File: src/rtl/rr_arb_enc8.sv
// Eight-way round-robin arbiter with an encoded grant (index + enable) for a
// downstream 3-to-8 decoder. Bounded hold time and one dead cycle between owners.
module rr_arb_enc8 #(
  parameter int MAX_HOLD = 16,
  parameter int HOLD_W   = 5
) (
  input  logic       clk,
  input  logic       rst_n,
  input  logic       arb_en,
  input  logic [7:0] req,
  output logic [2:0] grant_idx,
  output logic       grant_en
);

  localparam logic [0:0] ST_IDLE  = 1'b0;
  localparam logic [0:0] ST_GRANT = 1'b1;

  localparam logic [HOLD_W-1:0] HOLD_MAX = HOLD_W'(MAX_HOLD);

  logic [0:0]        state_q,     state_d;
  logic [2:0]        grant_idx_q, grant_idx_d;
  logic              grant_en_q,  grant_en_d;
  logic [2:0]        ptr_q,       ptr_d;
  logic [HOLD_W-1:0] hold_cnt_q,  hold_cnt_d;

  // Candidate slot gi is requester ptr+1+gi (mod 8): slot 0 has top priority.
  logic [7:0][2:0] cand_idx;
  logic [7:0]      cand_req;

  genvar gi;
  generate
    for (gi = 0; gi < 8; gi++) begin : g_rot
      assign cand_idx[gi] = ptr_q + 3'(gi + 1);
      assign cand_req[gi] = req[cand_idx[gi]];
    end
  endgenerate

  logic       pick_valid;
  logic [2:0] pick_idx;

  always_comb begin
    pick_valid = |cand_req;
    pick_idx   = cand_idx[0];
    for (int i = 7; i >= 0; i--) begin
      if (cand_req[i]) begin
        pick_idx = cand_idx[i];
      end
    end
  end

  logic owner_release;

  always_comb begin
    owner_release = !req[grant_idx_q] || !arb_en || (hold_cnt_q == HOLD_MAX);
  end

  always_comb begin
    state_d     = state_q;
    grant_idx_d = grant_idx_q;
    grant_en_d  = grant_en_q;
    ptr_d       = ptr_q;
    hold_cnt_d  = hold_cnt_q;
    case (state_q)
      ST_IDLE: begin
        grant_en_d = 1'b0;
        if (arb_en && pick_valid) begin
          grant_idx_d = pick_idx;
          grant_en_d  = 1'b1;
          hold_cnt_d  = HOLD_W'(1);
          state_d     = ST_GRANT;
        end
      end
      ST_GRANT: begin
        if (owner_release) begin
          // grant_idx is left alone; the decoder is already masked by En=0.
          grant_en_d = 1'b0;
          ptr_d      = grant_idx_q;
          hold_cnt_d = '0;
          state_d    = ST_IDLE;
        end else begin
          grant_en_d = 1'b1;
          if (hold_cnt_q != HOLD_MAX) begin
            hold_cnt_d = hold_cnt_q + HOLD_W'(1);
          end
        end
      end
      default: begin
        grant_en_d = 1'b0;
        hold_cnt_d = '0;
        state_d    = ST_IDLE;
      end
    endcase
  end

  always_ff @(posedge clk) begin
    if (!rst_n) begin
      state_q     <= ST_IDLE;
      grant_idx_q <= 3'd0;
      grant_en_q  <= 1'b0;
      ptr_q       <= 3'd7;
      hold_cnt_q  <= '0;
    end else begin
      state_q     <= state_d;
      grant_idx_q <= grant_idx_d;
      grant_en_q  <= grant_en_d;
      ptr_q       <= ptr_d;
      hold_cnt_q  <= hold_cnt_d;
    end
  end

  assign grant_idx = grant_idx_q;
  assign grant_en  = grant_en_q;

endmodule
File: config.mk
export PLATFORM = sky130hd
export DESIGN_NAME = rr_arb_enc8
export DESIGN_NICKNAME = d
export VERILOG_FILES = /design/src/rtl/rr_arb_enc8.sv
export SDC_FILE = /design/constraint.sdc
export NUM_CORES = 1
export LEC_CHECK = 0
export CAP_MARGIN = 20
export CORE_ASPECT_RATIO = 0.6
export CORE_UTILIZATION = 55
export CTS_CLUSTER_SIZE = 16
export DETAILED_ROUTE_END_ITERATION = 10
export PLACE_DENSITY = 0.77
export REMOVE_ABC_BUFFERS = 1
export SLEW_MARGIN = 10
export SYNTH_ARGS = -nofsm -noshare
export SYNTH_HDL_FRONTEND = slang
export SYNTH_SLANG_ARGS = --single-unit
File: constraint.sdc
create_clock -name clk -period 9.5 [get_ports clk]
set_clock_uncertainty 0.1 [all_clocks]
set_input_delay 1.9 -clock clk [delete_from_list [all_inputs] [get_ports clk]]
set_output_delay 1.9 -clock clk [all_outputs]
set_load 0.005 [all_outputs]
==> results of run 1 <==
-- per-stage QoR --
step / power, W / std cells / hold WS [ns]
CTS: 0.000301 / 216 / 0.398
floorplan: 0.000199 / 156 / 0.331
global route: 0.000322 / 216 / 0.420
global placement: 0.000236 / 212 / 0.358
detailed placement: 0.000241 / 212 / 0.367
finish: 0.000304 / 216 / 0.398
-- cell type report --
class | count | area share (%)
well taps | 42 | 2.93
clock buffers | 4 | 3.07
inverters | 8 | 1.67
multi-input cells | 136 | 71.2
flip-flops and latches | 12 | 13.4
repair buffers | 14 | 7.80
-- synth_stat cells, types with 2 or more instances --
cell type and number:
nand2b_1 4, buf_6 3, buf_4 2, buf_12 2, o21ai_0 7, a211oi_1 3, mux2_2 3, nand2_1 11
nand3b_1 2, o31ai_1 2, nor3b_1 2, nor2b_1 4, a31oi_1 6, o211ai_1 3, o21a_1 2, and3_1 3
dfxtp_1 12, a21oi_1 8, inv_1 6, ha_1 4, mux4_2 13, nor2_1 7, mux2i_1 7, nand3_1 7
nor3_1 5, a311oi_1 2, mux2_4 4, clkinv_1 2
-- kinds of logic after synthesis --
family / synth area share [%]
xor gates and xnor gates: 3.62
buffers and inverters: 10.3
DFF: 14.2
and+or+nand+nor: 18.2
adders and majority gates: 2.96
muxes: 29.3
AOI/OAI and AO/OA: 21.4
-- worst min path at each step --
stage                  start             to  cells after the start
4_1_cts        hold_cnt_q[4]  hold_cnt_q[4]                      1
3_5_place_dp   hold_cnt_q[4]  hold_cnt_q[4]                      1
5_1_grt        hold_cnt_q[3]  hold_cnt_q[3]                      1
6_report       hold_cnt_q[3]  hold_cnt_q[3]                      1
3_3_place_gp   hold_cnt_q[4]  hold_cnt_q[4]                      1
2_1_floorplan  hold_cnt_q[4]  hold_cnt_q[4]                      1
-- critical path, stage by stage --
cell and delay (ns):
clkdlybuf4s50_1 0.63, mux2i_1 0.16, mux2_4 0.31, a221oi_2 0.52, mux2_2 0.40, a31oi_1 0.20, o311ai_1 0.15, a311oi_1 0.26
-- cell usage in the layout (no fill, tap or decap), drive strengths merged, types with 4 or more instances in the layout --
cell type | netlist | layout
a31oi | 6 | 6
a21oi | 9 | 9
nand2b | 4 | 4
nor3 | 5 | 5
nor2b | 4 | 4
ha | 4 | 4
o21ai | 7 | 7
nand3 | 7 | 7
a211oi | 4 | 4
nor2 | 8 | 8
mux4 | 14 | 14
clkbuf | 2 | 4
inv | 6 | 6
nand2 | 11 | 11
clkdlybuf4s50 | 0 | 14
mux2i | 8 | 8
mux2 | 7 | 7
dfxtp | 12 | 12
-- flip-flops by register name, indices dropped and copies added, names as in the netlist --
register / count
hold_cnt_q: 5
grant_en: 1
ptr_q: 3
grant_idx: 3
-- power groups by stage --
stage	combinational [W]	sequential [W]	clock [W]
3_5_place_dp	0.000167	0.0000744	0
4_1_cts	0.000170	0.0000735	0.0000578
6_report	0.000173	0.0000735	0.0000574
5_1_grt	0.000187	0.0000752	0.0000596
3_3_place_gp	0.000162	0.0000739	0
2_1_floorplan	0.000129	0.0000699	0
-- per-layer routing --
layer	vias up	routed length (µm)
met5	-	0
met2	73	1860
met4	0	12
met1	702	1880
li1	666	-
met3	5	357
==> results.md, run 1 <==
- Largest cells by area after synthesis: mux4_2 (17%), dfxtp_1 (14%), mux2i_1 (4.1%)
- RSZ-0062 raised after global routing: false
- Worst r2r src: ptr_q[0]
- Post-CTS resize count: 0
- Switch Pwr: 0.000126 W
- Share of layout cells above drive strength 1: 21.8%
- DRT antenna net count: 0
- Initial DRC Count: 86
- Final instance area: 1800 µm²
- Int Pwr: 0.000178 W
- H-tree depth: 1
- Seq cells post-synth: 12
- Post-CTS Setup Inserts: 0
- Starting Density: 58.6%
- Endpoints failing setup: 0
- Synthesis Warnings: 0
- Clock share of power: 18.9%
- CTS clk-pin slew, worst paths: 0.05 ns
- Pwr Density: 169 nW/µm²
- Max-slew violations: 0
- Area leader, netlist: mux4_2
- Sequential Power Share: 24.2%
- Post-route worst setup slack: 5.00 ns
- Crit path DAT: 4.54 ns
- Residual DRC: 0
- Fin. Hold Viols: 0
- End of the critical path: grant_idx[1]
- Reg2Reg Setup Slack: about 5 ns
- GR Util met1: 41.4%
- Die height: 45.0 µm
- Pin count of the biggest net entering global routing: 20
- Drt first pass iters: 5
- DP Area: 1740 µm²
- Syn Inst Count: 168
- Multi-input gate area: 1280 µm²
- Leak: 0.635 nW
- CTS Buf Count: 3
- Startpoint Class: primary input
- Final wirelength: a little over 4000 µm
- Share of Yosys cell area claimed by the top area cell type: around 17%
- Synthesized area per cell: 10.1 µm²
- TNS Setup: 0 ns
- Slew @ Worst Pin: 0.959 ns
- Routed WL per cell: ~19 µm
- Worst hold path class: reg -> reg
- Post-synth EDFFs: 0
- Initial antenna violation count: 0
- Max Buffers Root-to-Sink: 2
- GRT Overall Usage: 27.7%
- Status: finished clean
- WS Path Type: in -> reg
- Max cap viols: 0
- Aggregate global routing overflow: 0
- DP HPWL: between 2000 and 3000 µm
- RePlAce Congestion: slightly below 0.9
- Post-DR vias/cell: 6.69
- Core Footprint: 2890 µm²
- Final core utilization: 62.1%
- Latest clock arrival within the worst-skew pair: ~0.25 ns
- Synth unique cells: 60
- TritonCTS clock tree: yes
- Rows: 15
- Area growth syn-to-layout: 6.06%
- Die Footprint: 3310 µm²
- # hold bufs at CTS: 0
- Combinational power share: between 50% and 60%
- First-pass GRT wire length: roughly 6800 µm
- Reg-to-reg endpoint: grant_idx[1]
- Dpl ws: 4.90 ns
- Vias: 1446
- Met2 usage: 41.5%
- Clock Sinks: 12
- Number of diodes: 0
- CTS root buffer: clkbuf_8
- CP endpoint kind: register
- GR Util met3: 6.70%
- Vias in the first global route: 1316
- Sequential-to-total area share from yosys stat: between 10% and 20%
- Storage element area: ~240 µm²
- Die Width: 73.6 µm
- Sw Ratio: 41.6%
- Beginning of the critical path: req[4]
- Grt peak-use layer: met2
- Crit share post-route: roughly 47%
- Peak VDD IR: between 70 and 80 µV
- Top FF cell, synth: dfxtp_1
- CP required: 9.55 ns
- CP Max Fanout: 9
- # fillers: 236
- IO Port Bufs: 14
- Asr flop ratio synth: 0%
- Max Clock Freq: 222 MHz
- Reg2reg path depth: 9
- Synthesized area: 1690 µm²
- Slew headroom: 36.0%
- Fin nets: between 150 and 200
- Num ports: 15
- Tmin final: 4.50 ns
Note: power is estimated with default switching activity, not from simulation.
==> run 2: changes to the inputs <==
Settings changed: CORE_UTILIZATION 55 to 53.
Clock period 9.5 ns to 3.7 ns, I/O delays scaled along.
==> results.md, run 2 (synthesis gave the netlist of run 1 again) <==
- Status: finished clean
- Aggregate global routing overflow: 0
- Share of layout cells above drive strength 1: between 20% and 30%
- Clock Sinks: 12
- Most frequent cells in the layout: clkdlybuf4s50_1 (14), mux4_2 (13), dfxtp_1 (12)
- Max-slew violations: 0
- Core Footprint: 2950 µm²
- Endpoints failing setup: 0
- Biggest register: hold_cnt_q
- Reg-to-reg endpoint: grant_idx[1]
- Slew @ Worst Pin: ~0.64 ns
- Pin count of the biggest net entering global routing: 19
- Max Clock Freq: 304 MHz
- Commonest non-fill, non-tap cell in the layout: clkdlybuf4s50_1
- Max cap viols: 0
- DRT antenna net count: 0
- GRT Overall Usage: between 20% and 30%
- H-tree depth: 1
- WS Path Type: reg -> reg
- CTS Buf Count: 3
- Worst hold path class: reg -> reg
- Cell Chain, Critical Path: clkinv_1, ha_1, mux2i_1, mux2_4, a221oi_2, mux2_2, a31oi_1, o311ai_1, a311oi_1
- DR WL met2: between 1500 and 2000 µm
- Starting Density: 57.5%
- CP Max Fanout: 15
- Crit share post-route: 89.0%
- Max Buffers Root-to-Sink: 2
- # fillers: 241
- Rows: 15
- CP endpoint kind: register
- Highest-delay cell along the critical path: ha_1
- Dpl ws: 0.300 ns
- Drt first pass iters: 4
- Final instance area: 1810 µm²
- Placed Cells incl. Taps: about 220
- Fin. Hold Viols: 0
- # hold bufs at CTS: 0
- Latest clock arrival within the worst-skew pair: 0.24 ns
- Initial DRC Count: 119
- DP Area: 1770 µm²
- Die height: 45.8 µm
- Startpoint Class: register
- Cell Count, Final, Fillers Out: 219
- Post-CTS resize count: 0
- Beginning of the critical path: ptr_q[0]
- Post-DR vias/cell: 6.67
- First-pass GRT wire length: 6660 µm
- DP HPWL: 3060 µm
- Vias: 1460
- Leak: 0.647 nW
- Crit path DAT: 3.35 ns
- Top layer in use: met4
- Pwr Density: 416 nW/µm²
- Num ports: 15
- CP required: between 3 and 4 ns
- Die Width: about 75 µm
- Residual DRC: 0
- End of the critical path: grant_idx[1]
- Reg2reg path depth: 9
- Final wirelength: 4000 µm
- Initial antenna violation count: 0
- Post-CTS Setup Inserts: 0
- TritonCTS clock tree: yes
- Reg2Reg Setup Slack: approximately 0.41 ns
- Worst r2r src: ptr_q[0]
- CTS clk-pin slew, worst paths: 0.05 ns
- TNS Setup: 0 ns
- Area growth syn-to-layout: 7.02%
- Tmin final: 3.29 ns
- Slew headroom: a little under three fifths
- Max FFs per register: 5
- Post-route worst setup slack: 0.406 ns
- Number of diodes: 0
- Worst path max stage delay: 0.75 ns
- M1 WL: 1820 µm
- RSZ-0062 raised after global routing: false
- Vias in the first global route: 1400
- Met3 wire len: 442 µm
- Peak VDD IR: 150 µV
- Fin nets: 194
- IO Port Bufs: 14
- CTS root buffer: clkbuf_8
- Die Footprint: about 3400 µm²
- RePlAce Congestion: between 0.9 and 1
- Routed WL per cell: between 15 and 20 µm
-- run 2: layout make-up --
type / instances / area, µm² / share of cell area (%)
multi-input cells: 136 / 1280 / 70.5
repair buffers: 18 / 170 / 9.39
clock buffers: 3 / 41.3 / 2.28
well taps: 42 / 52.6 / 2.90
inverters: 8 / 30.0 / 1.66
flip-flops and latches: 12 / 240 / 13.3
-- run 2: through the flow --
stage	total power, W	hold WS (ns)	util, %
2_1_floorplan	0.000511	0.331	-
3_3_place_gp	0.000613	0.358	60.1
3_5_place_dp	0.000629	0.364	60.1
4_1_cts	0.000748	0.380	61.5
5_1_grt	0.000798	0.427	61.5
6_report	0.000753	0.382	61.5
-- run 2: critical path: cells and delay by family (launching register included) --
kind                       cells  cell delay (ns)
adders and majority gates      1             0.75
AOI/OAI and AO/OA              4             0.96
muxes                          3             0.91
buffers and inverters          1             0.16
DFF                            1             0.33
-- run 2: worst min-delay path by stage --
stage	startpoint	endpoint	slack (ns)	cells past startpoint
after floorplan	hold_cnt_q[4]	hold_cnt_q[4]	0.33	1
after detailed placement	hold_cnt_q[4]	hold_cnt_q[4]	0.36	1
final	hold_cnt_q[4]	hold_cnt_q[4]	0.38	1
after global routing	hold_cnt_q[4]	hold_cnt_q[4]	0.43	1
after CTS	hold_cnt_q[4]	hold_cnt_q[4]	0.38	1
after global placement	hold_cnt_q[4]	hold_cnt_q[4]	0.36	1
-- run 2: routing by layer --
layer,up-vias,global-route usage [%]
met5,-,0
met3,8,6.64
li1,679,-
met1,700,39.6
met2,73,39.1
met4,0,5.66
-- run 2: power by group --
group	internal (W)	switching, W	total [W]
clock network	0.0000717	0.0000467	0.000118
registers	0.000143	0.0000224	0.000165
logic	0.000225	0.000244	0.000469
total	0.000440	0.000313	0.000753
